--- src/rtl/cella_acc_pkg.sv ---
// rtl/cella_acc_pkg.sv - shared types and width helpers for the bit-serial shift accumulator
package cella_acc_pkg;

    typedef enum logic [1:0] {
        IDLE = 2'd0,
        ACC  = 2'd1,
        DONE = 2'd2
    } acc_state_t;

    // Result width: one extra bit per plane shift keeps the full range without saturation
    function automatic int calc_out_w(input int in_w, input int nbits);
        return in_w + nbits;
    endfunction

endpackage

--- src/rtl/shift_accumulator.sv ---
// rtl/shift_accumulator.sv - MSB-first bit-plane shift-and-add accumulator with valid/ready handshake
module shift_accumulator
    import cella_acc_pkg::*;
#(
    parameter int IN_W       = 12,
    parameter int NBITS      = 8,
    parameter int SIGNED_ACT = 1,
    localparam int OUT_W     = calc_out_w(IN_W, NBITS)
) (
    input  logic             clk,
    input  logic             rst,
    input  logic             start,
    input  logic             clear,
    input  logic             in_valid,
    input  logic [IN_W-1:0]  in_data,
    output logic             in_ready,
    output logic             out_valid,
    output logic [OUT_W-1:0] out_data,
    input  logic             out_ready,
    output logic             busy
);

    // A single-plane configuration still needs a one-bit counter
    localparam int CNT_W = (NBITS > 1) ? $clog2(NBITS) : 1;
    localparam logic [CNT_W-1:0] LAST_CNT = CNT_W'(NBITS - 1);

    acc_state_t       state_q, state_d;
    logic [OUT_W-1:0] acc_q, acc_d;
    logic [CNT_W-1:0] cnt_q, cnt_d;
    logic [OUT_W-1:0] out_data_q, out_data_d;
    logic             out_valid_q, out_valid_d;

    logic [OUT_W-1:0] in_ext;
    logic [OUT_W-1:0] acc_calc;
    logic             beat;

    assign in_ready  = (state_q == ACC);
    assign busy      = (state_q != IDLE);
    assign out_valid = out_valid_q;
    assign out_data  = out_data_q;

    // Next-state, accumulate step and result capture; clear overrides everything
    always_comb begin
        state_d     = state_q;
        acc_d       = acc_q;
        cnt_d       = cnt_q;
        out_data_d  = out_data_q;
        out_valid_d = out_valid_q;

        beat   = (state_q == ACC) && in_valid;
        in_ext = OUT_W'(in_data);
        // The first (MSB) plane of a signed activation carries weight -2^(NBITS-1)
        if ((SIGNED_ACT != 0) && (cnt_q == '0)) begin
            acc_calc = '0 - in_ext;
        end else begin
            acc_calc = (acc_q << 1) + in_ext;
        end

        if (clear) begin
            state_d     = IDLE;
            out_valid_d = 1'b0;
        end else begin
            case (state_q)
                IDLE: begin
                    if (start) begin
                        acc_d   = '0;
                        cnt_d   = '0;
                        state_d = ACC;
                    end
                end
                ACC: begin
                    if (beat) begin
                        acc_d = acc_calc;
                        cnt_d = cnt_q + CNT_W'(1);
                        if (cnt_q == LAST_CNT) begin
                            out_data_d  = acc_calc;
                            out_valid_d = 1'b1;
                            state_d     = DONE;
                        end
                    end
                end
                DONE: begin
                    if (out_ready) begin
                        out_valid_d = 1'b0;
                        if (start) begin
                            acc_d   = '0;
                            cnt_d   = '0;
                            state_d = ACC;
                        end else begin
                            state_d = IDLE;
                        end
                    end
                end
                default: begin
                    state_d     = IDLE;
                    out_valid_d = 1'b0;
                end
            endcase
        end
    end

    // All architectural state registered here, cleared asynchronously
    always_ff @(posedge clk or posedge rst) begin
        if (rst) begin
            state_q     <= IDLE;
            acc_q       <= '0;
            cnt_q       <= '0;
            out_data_q  <= '0;
            out_valid_q <= 1'b0;
        end else begin
            state_q     <= state_d;
            acc_q       <= acc_d;
            cnt_q       <= cnt_d;
            out_data_q  <= out_data_d;
            out_valid_q <= out_valid_d;
        end
    end

endmodule

--- config.mk ---
export PLATFORM = sky130hd
export DESIGN_NAME = shift_accumulator
export DESIGN_NICKNAME = d
export VERILOG_FILES = /design/src/rtl/cella_acc_pkg.sv /design/src/rtl/shift_accumulator.sv
export SDC_FILE = /design/constraint.sdc
export NUM_CORES = 1
export LEC_CHECK = 0
export ABC_AREA = 0
export CAP_MARGIN = 20
export CORE_MARGIN = 10
export CORE_UTILIZATION = 55
export DETAILED_ROUTE_END_ITERATION = 10
export GPL_TIMING_DRIVEN = 0
export PLACE_DENSITY_LB_ADDON = 0.3
export SYNTH_ARGS = -nofsm -noshare
export SYNTH_HDL_FRONTEND = slang
export SYNTH_SLANG_ARGS = --single-unit
--- constraint.sdc ---
create_clock -name clk -period 2.85 [get_ports clk]
set_clock_uncertainty 0.05 [all_clocks]
set_input_delay 0.57 -clock clk [delete_from_list [all_inputs] [get_ports clk]]
set_output_delay 0.57 -clock clk [all_outputs]
set_load 0.1 [all_outputs]
# [Word level (Yosys, flattened, before mapping)]
# Cells that the tools add are included.
[totals] regBits=46 inputBits=18 output_inout_bits=23 word_cells=49
[classes] n_addsub=3 eq_ne=10 muxes=21 bitwise=1 reduce_logical=9
[op_table] cell="two-way mux 20 bit" n=4
[op_table] cell="one-hot mux 20 bit (3 select lines)" n=1
[op_table] cell="adder 20 x 12 -> 20 bit" n=1
[op_table] cell="AND reduction 4 bit" n=4
[op_table] cell="subtractor 1 x 12 -> 13 bit (first input constant)" n=1
[op_table] cell="two-way mux 2 bit" n=5
[op_table] cell="two-way mux 3 bit" n=3
[op_table] cell="one-hot mux 3 bit (3 select lines)" n=1
[op_table] cell="inequality test 3 x 2 -> 1 bit (second input constant)" n=2
[op_table] cell="inequality test 3 bit (second input constant)" n=2
[op_table] cell="one-hot mux 2 bit (3 select lines)" n=1
[op_table] cell="two-way mux 1 bit" n=5
[op_table] cell="inequality test 2 bit (second input constant)" n=2
[op_table] cell="adder 3 x 1 -> 3 bit (second input constant)" n=1
[op_table] cell="== test 3 bit (second input constant)" n=1
[op_table] cell="logical NOT 3 bit" n=1
[op_table] cell="one-hot mux 1 bit (3 select lines)" n=1
[op_table] cell="nonzero test 3 bit" n=1
[op_table] cell="== test 2 x 1 -> 1 bit (second input constant)" n=1
[op_table] cell="== test 2 bit (second input constant)" n=1
[op_table] cell="logical NOT 2 bit" n=1
[op_table] cell="inequality test 2 x 1 -> 1 bit (second input constant)" n=1
[op_table] cell="nonzero test 2 bit" n=1
[op_table] cell="logical AND 1 bit" n=1
[op_table] cell="inverter 1 bit" n=1

# [Logic depth before layout (Yosys ltp)]
[depth] word_depth=5 mapped_depth=9 ltp_nobuf=8

# [Worst setup path after synthesis]
# Ideal clock, no wire load.
[synth_timing] path_kind="reg2reg" startpoint="reg state_q[1]" endpoint="reg acc_q[13]" setup_time_ns=0.129 arrival_ns=2.607 t_required_ns=2.671 setup_slack_ns=0.065 stages_incl_launch_ff=7 n_path_buf=1 period_less_slack_ns=2.785 cell_sequence="dfrtp_1 > nor2b_1 > nand2_1 > a21o_1 > clkbuf_1 > a21oi_1 > o21ai_0"
[synth_via] elab_chain_len=4 word_cells_on_any_way=9 classes_between="eq/ne: 4; mux: 1; reduce/logical: 4"
[synth_rtl] element="start: declaration" line="shift_accumulator.sv:27" text="acc_state_t state_q, state_d;"
[synth_rtl] element="start signal: assignment" line="shift_accumulator.sv:111" text="state_q <= state_d;"
[synth_rtl] element="== test 2 x 1 -> 1 bit *"
[synth_rtl] element="via in_ready" line="shift_accumulator.sv:16" text="output logic in_ready,"
[synth_rtl] element="logical AND 1 bit" line="shift_accumulator.sv:50" text="beat = (state_q == ACC) && in_valid;"
[synth_rtl] element="inequality test 2 x 1 -> 1 bit (no source line)"
[synth_rtl] element="AND reduction 4 bit (no source line)"
[synth_rtl] element="end signal: assignment" line="shift_accumulator.sv:106" text="acc_q <= '0;"
[synth_rtl] element="end signal: assignment" line="shift_accumulator.sv:112" text="acc_q <= acc_d;"
[synth_rtl] element="end: declaration" line="shift_accumulator.sv:28" text="logic [OUT_W-1:0] acc_q, acc_d;"
# Mark *: on every way through the listed nets, which the timed path passes. The rest lies on a longest branch.
# A chain may end at the register's enable or synchronous reset.

# [Final worst setup path]
[layout_timing] startpoint="in in_data[1]" endpoint="reg acc_q[17]"
[layout_via] elab_chain_len=4 word_cells_on_any_way=5 classes_between="add/sub: 2; mux: 3"
[layout_rtl] element="start: declaration" line="shift_accumulator.sv:15" text="input logic [IN_W-1:0] in_data,"
[layout_rtl] element="adder 20 x 12 -> 20 bit or subtractor 1 x 12 -> 13 bit (tied branches)" line="shift_accumulator.sv:56, shift_accumulator.sv:54"
[layout_rtl] element="two-way mux 20 bit *" line="shift_accumulator.sv:53" text="if ((SIGNED_ACT != 0) && (cnt_q == '0)) begin"
[layout_rtl] element="two-way mux 20 bit *" line="shift_accumulator.sv:72" text="if (beat) begin"
[layout_rtl] element="one-hot mux 20 bit (3 select lines) *" line="shift_accumulator.sv:63" text="case (state_q)"
# Mark *: on every way between the ends. The rest lies on a longest branch, timed or not. The select of a mux whose other input is x is not followed.

==> impl_metrics.env <==
export IMPL_outcome="finished, final reports clean"
export IMPL_drive_gt1_frac=0.0902
export IMPL_swShare=0.378
export IMPL_ys_ff_latch=45
export IMPL_antenna_found_initial=0
export IMPL_max_freq_ghz=0.364
export IMPL_multi_input_area_um2=1700
export IMPL_clkSinkCount=45
export IMPL_core_um2=5110
export IMPL_boundaryPins=41
export IMPL_cts_tree="yes"
export IMPL_cts_reportedPaths_clkPinSlew_ns=0.09
export IMPL_path_buf_inv=1
export IMPL_finalPower_mw=1.76
export IMPL_worstMarginPinSlew_ns=0.980
export IMPL_register_area_um2=1130
export IMPL_period_needed_ns=2.75
export IMPL_synth_flop_cell="dfrtp_1"
export IMPL_hold_viol=0
export IMPL_hp_class="reg -> reg"
export IMPL_power_frac_seq=0.421
export IMPL_p_switching_uw=666
export IMPL_dpl_hpwl_um=5700
export IMPL_drt_iter0_markers=276
export IMPL_synth_edf_count=0
export IMPL_synth_cell_types=56
export IMPL_grt_total_usage=0.178
export IMPL_wl_per_cell_um=16.7
export IMPL_synth_cells=327
export IMPL_grt_pass1_wl_um=12600
export IMPL_routed_via_density=5.95
export IMPL_cp_arrival_ns=2.94
export IMPL_ant_nets=0
export IMPL_powerDensity_nw_per_um2=499
export IMPL_ys_warn_count=0
export IMPL_die_w_um=92.6
export IMPL_peakVddDrop_mv=0.293
export IMPL_drc=0
export IMPL_synth_largest_area_cell="dfrtp_1"
export IMPL_synth_simple_area_share=0.204
export IMPL_cpLargestDelayFamily="compound AO/OA/AOI/OAI gates"
export IMPL_synth_avg_cell_area_um2=8.86
export IMPL_whs_ns=0.434
export IMPL_place_gp_congestion=0.908
export IMPL_cts_max_level=2
export IMPL_path_class="in -> reg"
export IMPL_power_frac_comb=0.337
export IMPL_antenna_cells=0
export IMPL_final_setup_tns_ns=0
export IMPL_cts_buffers=5
export IMPL_end_kind="flip-flop"
export IMPL_overflow=0
export IMPL_cts_hold_buf=0
export IMPL_grt_pass1_vias=2674
export IMPL_synthesis_nets=361
export IMPL_synth_top_family_by_area="compound AO/OA/AOI/OAI gates"
export IMPL_synthAdderAreaFrac=0.0717
export IMPL_cap_viol_max_count=0
export IMPL_die_area_um2=8570
export IMPL_setup_violations=0
export IMPL_ys_seq_area_frac=0.389
export IMPL_crit_fanout=5
export IMPL_routed_wl_um=7460
export IMPL_rsz0062_at_grt="false"
export IMPL_fp_dieH_um=92.6
export IMPL_cts_root_buf="clkbuf_8"
export IMPL_port_buffers=40
export IMPL_drtPass1Iterations=4
export IMPL_slowest_delay_ns=0.53
export IMPL_synth_area_leaders="dfrtp_1, ha_1, o21ai_0"
export IMPL_maxSlewViolCount=0
export IMPL_syn_to_final_growth_pct=21.8
export IMPL_fill_cells=401
export IMPL_cp_start_kind="primary input"
export IMPL_worstPathCellList="clkdlybuf4s50_1, ha_1, fa_1, a21oi_2, o211a_4, o21ai_4, a31oi_4, or4_1, nand3_1"
export IMPL_internal_power_mw=1.10
export IMPL_synthXorXnorAreaFrac=0.0574
export IMPL_slew_headroom=0.345
export IMPL_start_util=0.567
export IMPL_grt_max_degree=26
export IMPL_synth_top_area_frac=0.389
export IMPL_cts_buffer_depth=2
export IMPL_insertion_delay_ns=0.31
export IMPL_muxShareOfSynthArea=0.0250
export IMPL_fin_nets=410
export IMPL_async_flop_share=1.00
export IMPL_clkPwrFrac=0.241
export IMPL_power_leakage_nw=1.53
export IMPL_fp_row_count=26
export IMPL_fin_util=0.691
export IMPL_required_ns=3.05
export IMPL_synth_compound_area_frac=0.222
export IMPL_vias=2661
export IMPL_syn_area_um2=2900
export IMPL_slowest_stage="clkdlybuf4s50_1"
export IMPL_period_share=0.964
## path summary, 6_finish.rpt
| kind | startpoint | endpoint | slack, ns | cells past startpoint |
|---|---|---|---|---|
| setup / recovery | in_data[1] | acc_q[17]$_DFFE_PP0P_ | 0.10 | 9 |
| hold / removal | out_data[0]$_DFFE_PP0P_ | out_data[0]$_DFFE_PP0P_ | 0.43 | 2 |
| setup reg to reg | cnt_q[0]$_DFFE_PP0P_ | acc_q[7]$_DFFE_PP0P_ | 0.38 | 7 |
| hold reg to reg | out_data[0]$_DFFE_PP0P_ | out_data[0]$_DFFE_PP0P_ | 0.43 | 2 |
| max in group asynchronous | rst | state_q[1]$_DFFE_PP0P_ | 1.74 | 3 |
| min in group asynchronous | rst | acc_q[10]$_DFFE_PP0P_ | 0.53 | 2 |
## cells in the final DEF (no fill, tap or decap), types with 3 or more instances in the layout
| cell | instances |
|---|---|
| a21oi_1 | 21 |
| a21oi_2 | 3 |
| a22o_1 | 4 |
| a31oi_1 | 4 |
| and2_1 | 3 |
| and3_1 | 3 |
| clkbuf_1 | 9 |
| clkbuf_8 | 5 |
| clkdlybuf4s50_1 | 38 |
| dfrtp_1 | 45 |
| ha_1 | 15 |
| inv_1 | 9 |
| mux2i_1 | 5 |
| nand2_1 | 44 |
| nand2b_1 | 3 |
| nand3_1 | 8 |
| nor2_1 | 28 |
| nor2b_1 | 3 |
| nor3_1 | 11 |
| nor3b_1 | 3 |
| o211ai_1 | 3 |
| o21a_1 | 3 |
| o21ai_0 | 36 |
| xnor2_1 | 13 |
| xor2_1 | 5 |
## stage by stage
stage | instances | cell area [um2] | setup WS (ns)
2_1_floorplan | 327 | 2900 | 0.0645
3_3_place_gp | 437 | 3390 | -0.255
3_5_place_dp | 438 | 3410 | -0.280
4_1_cts | 446 | 3500 | 0.0303
5_1_grt | 447 | 3530 | 0.00269
6_report | 447 | 3530 | 0.103
## sequential cells by signal, summed over array words and instances, names as in the netlist
name	count
out_data	20
state_q	2
out_valid	1
acc_q	19
cnt_q	3
## layer usage
| metal | vias to the layer above | part of all wire | GRT usage |
|---|---|---|---|
| met5 | - | 0 | 0 |
| met4 | 0 | 0.032 | 0.0771 |
| met3 | 30 | 0.053 | 0.0436 |
| met1 | 1259 | 0.42 | 0.210 |
| li1 | 1275 | - | - |
| met2 | 97 | 0.50 | 0.302 |
## cells in the mapped netlist (all sizes together) (4+ instances only)
| cell | number |
|---|---|
| a21oi | 24 |
| a22o | 4 |
| a31oi | 6 |
| and3 | 4 |
| clkbuf | 9 |
| dfrtp | 45 |
| ha | 15 |
| inv | 10 |
| mux2i | 5 |
| nand2 | 45 |
| nand3 | 8 |
| nor2 | 28 |
| nor3 | 11 |
| nor3b | 4 |
| o211ai | 4 |
| o21ai | 39 |
| xnor2 | 13 |
| xor2 | 6 |
## logic make-up (layout without fill, tap and decap cells)
family,after synthesis,count (layout)
flip-flops,45,45
buffers and inverters,22,72
AO/OA/AOI/OAI,97,97
AND/OR/NAND/NOR,121,121
XOR/XNOR,19,19
adder cells (fa/ha/maj),16,16
multiplexers,7,7
## power by group through the flow
| stage | logic (mW) | registers (mW) | clock network (mW) |
|---|---|---|---|
| 2_1_floorplan | 0.419 | 0.738 | 0 |
| 3_3_place_gp | 0.557 | 0.749 | 0 |
| 3_5_place_dp | 0.573 | 0.752 | 0 |
| 4_1_cts | 0.579 | 0.740 | 0.427 |
| 5_1_grt | 0.658 | 0.750 | 0.451 |
| 6_report | 0.594 | 0.742 | 0.426 |
## timing repair
item	4_1_cts	5_1_grt
endpoints found under the setup margin	0	15
endpoints found under the hold margin	0	0
gates resized for setup	0	5
buffers inserted	0	1
## cell type report
type,count,share of cell area
inverter,10,0.0106
buffer,12,0.0145
clock buffer,5,0.0195
timing repair buffer,42,0.123
multi-input combinational,260,0.482
sequential,45,0.319
clock inverter,3,0.00709
tap,70,0.0248
## worst min-delay path: cells and delay by family, from the launching register on
kind	cells	cell delay, ns
DFF	1	0.35
AOI/OAI and AO/OA	1	0.06
and+or+nand+nor	1	0.04
No activity file was read; power rests on OpenSTA's default activity.
